[src/rtl/alu_ctrl_seq.sv]
// alu_ctrl_seq: ALU control decode plus multi-cycle MUL/DIVU sequencer (DIVU enabled by ALU_CTRL_SEQ_DIV_EN)
module alu_ctrl_seq #(
  parameter int WIDTH = 32,
  parameter int CNT_W = $clog2(WIDTH + 1)
) (
  input  logic             clk,
  input  logic             rst_n,
  input  logic [1:0]       aluOp,
  input  logic [5:0]       funct,
  input  logic             inValid,
  input  logic [WIDTH-1:0] srcA,
  input  logic [WIDTH-1:0] srcB,
  output logic [3:0]       aluCntrl,
  output logic             stall,
  output logic             mdDone,
  output logic [WIDTH-1:0] mdResult,
  output logic [WIDTH-1:0] mdRem
);
  localparam logic [1:0] IDLE = 2'd0;
  localparam logic [1:0] MUL  = 2'd1;
  localparam logic [1:0] DONE = 2'd3;
  logic [1:0] state;
  logic [CNT_W-1:0] cnt;
  logic [WIDTH-1:0] opa, opb, acc, acc_mul;
  logic [3:0] r_cntrl;
  logic is_mul, md_op, busy, start;
  assign is_mul = aluOp == 2'b10 && funct == 6'b011100;
  assign start = inValid && md_op && state == IDLE;
  assign stall = rst_n && (start || busy);
  assign mdDone = state == DONE;
  assign acc_mul = opb[0] ? acc + opa : acc;
  assign aluCntrl = aluOp == 2'b00 ? 4'b0010 : aluOp == 2'b01 ? 4'b0100 : aluOp == 2'b11 ? 4'b0001 : r_cntrl;
`ifdef ALU_CTRL_SEQ_DIV_EN
  localparam logic [1:0] DIV = 2'd2;
  logic is_div, div_ge;
  logic [WIDTH:0] rem_sh;
  logic [WIDTH-1:0] acc_div, q_div, rem_q;
  assign is_div = aluOp == 2'b10 && funct == 6'b011011;
  assign md_op = is_mul || is_div;
  assign busy = state == MUL || state == DIV;
  assign rem_sh = {acc, opa[WIDTH-1]};
  assign div_ge = rem_sh >= {1'b0, opb};
  assign acc_div = div_ge ? WIDTH'(rem_sh - {1'b0, opb}) : rem_sh[WIDTH-1:0];
  assign q_div = {opa[WIDTH-2:0], div_ge};
  assign mdRem = rem_q;
`else
  assign md_op = is_mul;
  assign busy = state == MUL;
  assign mdRem = '0;
`endif
  // R-type function decode; unknown functs fall back to ADD
  always_comb begin
    r_cntrl = funct == 6'b100010 ? 4'b0100 :
              funct == 6'b100100 ? 4'b0000 :
              funct == 6'b100101 ? 4'b0001 :
              funct == 6'b101010 ? 4'b0110 :
              funct == 6'b011100 ? 4'b0101 : 4'b0010;
`ifdef ALU_CTRL_SEQ_DIV_EN
    if (funct == 6'b011011) r_cntrl = 4'b0111;
`endif
  end
  // sequencer: latch operands, iterate one bit per cycle, publish on DONE entry
  always_ff @(posedge clk or negedge rst_n) begin
    if (!rst_n) begin
      state <= IDLE;
      cnt <= '0;
      opa <= '0;
      opb <= '0;
      acc <= '0;
      mdResult <= '0;
`ifdef ALU_CTRL_SEQ_DIV_EN
      rem_q <= '0;
`endif
    end else begin
      case (state)
        IDLE: if (start) begin
          opa <= srcA;
          opb <= srcB;
          acc <= '0;
          cnt <= CNT_W'(WIDTH);
`ifdef ALU_CTRL_SEQ_DIV_EN
          state <= is_mul ? MUL : DIV;
`else
          state <= MUL;
`endif
        end
        MUL: begin
          acc <= acc_mul;
          opa <= opa << 1;
          opb <= opb >> 1;
          cnt <= cnt - 1'b1;
          if (cnt == CNT_W'(1)) begin
            state <= DONE;
            mdResult <= acc_mul;
`ifdef ALU_CTRL_SEQ_DIV_EN
            rem_q <= '0;
`endif
          end
        end
`ifdef ALU_CTRL_SEQ_DIV_EN
        DIV: begin
          acc <= acc_div;
          opa <= q_div;
          cnt <= cnt - 1'b1;
          if (cnt == CNT_W'(1)) begin
            state <= DONE;
            mdResult <= q_div;
            rem_q <= acc_div;
          end
        end
`endif
        DONE: state <= IDLE;
        default: state <= IDLE;
      endcase
    end
  end
endmodule

[config.mk]
export PLATFORM = sky130hd
export DESIGN_NAME = alu_ctrl_seq
export DESIGN_NICKNAME = d
export VERILOG_FILES = /design/src/rtl/alu_ctrl_seq.sv
export SDC_FILE = /design/constraint.sdc
export NUM_CORES = 1
export LEC_CHECK = 0
export CORE_MARGIN = 5
export CORE_UTILIZATION = 23
export DETAILED_ROUTE_END_ITERATION = 10
export HOLD_SLACK_MARGIN = 0.06
export SYNTH_ARGS = -nofsm -noshare
export SYNTH_HDL_FRONTEND = slang
export SYNTH_SLANG_ARGS = --single-unit
[constraint.sdc]
create_clock -name clk -period 3.1 [get_ports clk]
set_input_delay 0.775 -clock clk [delete_from_list [all_inputs] [get_ports clk]]
set_output_delay 0.775 -clock clk [all_outputs]
set_load 0.02 [all_outputs]
==> run summary <==
status = complete, no violations
Layout Skew = 11.4 ps
total CTS buffers = 17
global-route wire length before repair = 36500 um
Synth Instances = 896
Starting DRT DRC Count = 424
Util after Layout = 0.298
CP Capture Type = primary output
fraction of layout cells with a size suffix above 1 = 0.0846
worst path cell trace = clkdlybuf4s50_1, nand2_1, nor3_2, buf_4, a31oi_1, o22ai_1, a21oi_1, buf_4
most common cell in the synthesized netlist = nor2_1
final hold vios = 0
Post-synth EDFFs = 0
crit-path max cell delay = 530 ps
Bufs on Longest Clock Path = 2
Fmax = 333 MHz
# diodes = 0
area of the core = 33400 sq um
full die area = 37400 sq um
Root Buffer = clkbuf_16
DIE WIDTH = 193 um
Cells after DPL = 1432
CP Launch Type = input port
Netlist cell types = 66
# fillers = 3607
DP Area = 9340 sq um
critical path peak fanout = 4
WL/cell = 15.4 um
initial antenna violation count = 1
Routed WL = 22600 um
RSZ-0062 raised after global routing = no
Max Cap Viol = 0
slowest cell on the critical path = clkdlybuf4s50_1
Async S/R FF share, synth = 1.00
WP data arrival = 2230 ps
mapped cell area = 7740 sq um
Post-layout nets = 1113
Initial Util = 0.232
# hold bufs at CTS = 0
top_reg_cell synth = dfrtp_1
IO Count = 145
largest net degree at the start of global routing = 137
final instance area = 9960 sq um
Tcrit/Tclk final = 0.970
chip height = 193 um
Max-slew headroom = 0.300
Final WS setup = 94.3 ps
register area share after synthesis = 0.440
#FFs+latches synth = 136
WP data required = 2320 ps
Port Buf Inserts = 111
antenna viol nets, final = 0
remaining global-route overflow = 0
peak supply drop = 0.000589 V
vias after detailed routing = 6769
vias in the first global route = 6513
# DRC = 0
Pleak = 4.12 nW
Vias/cell = 4.62
CTS tree = built
CP dominant cell by count = buf_4
cell taking the most area after synthesis = dfrtp_1
min Tclk post-route = 3010 ps
WS Path Type = in -> out
Avg Synthesized Cell Area = 8.64 sq um
DP Worst Slack = -360 ps
final max-slew violation count = 0
power per standard cell area = 1220 nW/um^2
clk_lat worst skew = 430 ps
worst slew pin tran = 1050 ps
Area Overhead vs Synth = 28.6%
Sink Count = 136
dpl hpwl = 16100 um
total track usage = 0.119
synth warn = 0
GPL Wtd Cong = 0.854
CTS H-tree depth = 4
top post-synthesis cells by area = dfrtp_1 (44%), nor2_1 (7.3%), ha_1 (5.3%), o22ai_1 (5.1%), o21ai_0 (4.7%)
row count = 67
Final setup viols = 0
post-route insts no fill = 1465
area share of the largest cell type after synthesis = 0.440
Commonest cells post-synth = nor2_1 (150), dfrtp_1 (136), nand2_1 (74)
Hold Path Class = in -> async
drt pass-1 iters = 4
clk slew on worst S/H paths = 70 ps
-- placed cells by master (no fill, tap or decap), types with 18 or more instances in the layout --
cell type	count
ha_1	33
nor2_1	150
a21oi_1	55
nand2_1	73
inv_1	18
nand3_1	42
clkdlybuf4s50_1	105
o22ai_1	63
dfrtp_1	136
o21ai_0	72
conb_1	33
buf_4	30
-- sequential cells by signal (all words and copies together), names as in the netlist --
register,count
state,2
cnt,6
mdResult,32
opa,32
acc,32
opb,32
-- area by class of cell --
class / count / area (sq um) / area share
Tap cell: 448 / 561 / 0.0563
Sequential cell: 136 / 3400 / 0.342
Clock buffer: 17 / 425 / 0.0427
Inverter: 18 / 67.6 / 0.00679
Timing Repair Buffer: 140 / 1340 / 0.134
Multi-Input combinational cell: 691 / 4010 / 0.403
Clock inverter: 15 / 156 / 0.0157
-- critical path: cells and delay by family --
kind,cells,cell delay [ps]
AO/OA/AOI/OAI,3,270
buffers and inverters,3,860
AND/OR/NAND/NOR,2,320
-- layer usage --
metal | vias to the layer above | routed length [um] | GRT usage
met3 | 19 | 1330 | 0.0377
met4 | 2 | 229 | 0.0260
met1 | 3230 | 10400 | 0.159
li1 | 3343 | - | -
met2 | 175 | 10700 | 0.191
met5 | - | 16 | 0
-- per-stage QoR --
stage	total power [mW]	setup TNS, ps	hold slack [ps]
CTS	12.2	0	474
detailed placement	10.1	-1370	460
finish	12.1	0	359
floorplan	7.99	0	448
global route	13.1	0	473
global placement	9.96	-972	455
-- kinds of logic (layout without fill, tap and decap cells) --
| logic type | count (synthesis) | count (layout) | synth area share |
|---|---|---|---|
| simple gates | 327 | 327 | 0.187 |
| compound gates | 256 | 256 | 0.203 |
| flops | 136 | 136 | 0.440 |
| buf+inv | 101 | 190 | 0.0653 |
| fa+ha+maj | 34 | 34 | 0.0559 |
| xor+xnor | 30 | 30 | 0.0339 |
| mux | 11 | 11 | 0.0149 |
| other cells | 1 | 33 | 0.000484 |
-- report_power, final --
| group | total [mW] | internal (mW) | switching [mW] |
|---|---|---|---|
| sequential | 3.15 | 2.57 | 0.586 |
| combinational | 6.95 | 2.83 | 4.12 |
| clock | 2.03 | 1.14 | 0.888 |
-- worst paths after layout --
| check | cells past startpoint | start | slack (ps) | end |
|---|---|---|---|---|
| setup / recovery | 8 | funct[3] | 90 | aluCntrl[1] |
| hold / removal | 2 | rst_n | 360 | opb[13] |
| hold reg to reg | 2 | mdResult[8] | 470 | mdResult[8] |
| max in group asynchronous | 2 | rst_n | 2000 | mdResult[30] |
| setup reg to reg | 10 | opa[0] | 120 | mdResult[28] |
| min in group clk | 2 | mdResult[8] | 470 | mdResult[8] |
-- timing repair --
action / in CTS / in global routing
buffers inserted: 0 / 1
pin swaps: 0 / 6
resized for setup: 14 / 10
setup endpoints to repair: 4 / 6
Power figures use the tool's default switching activity.
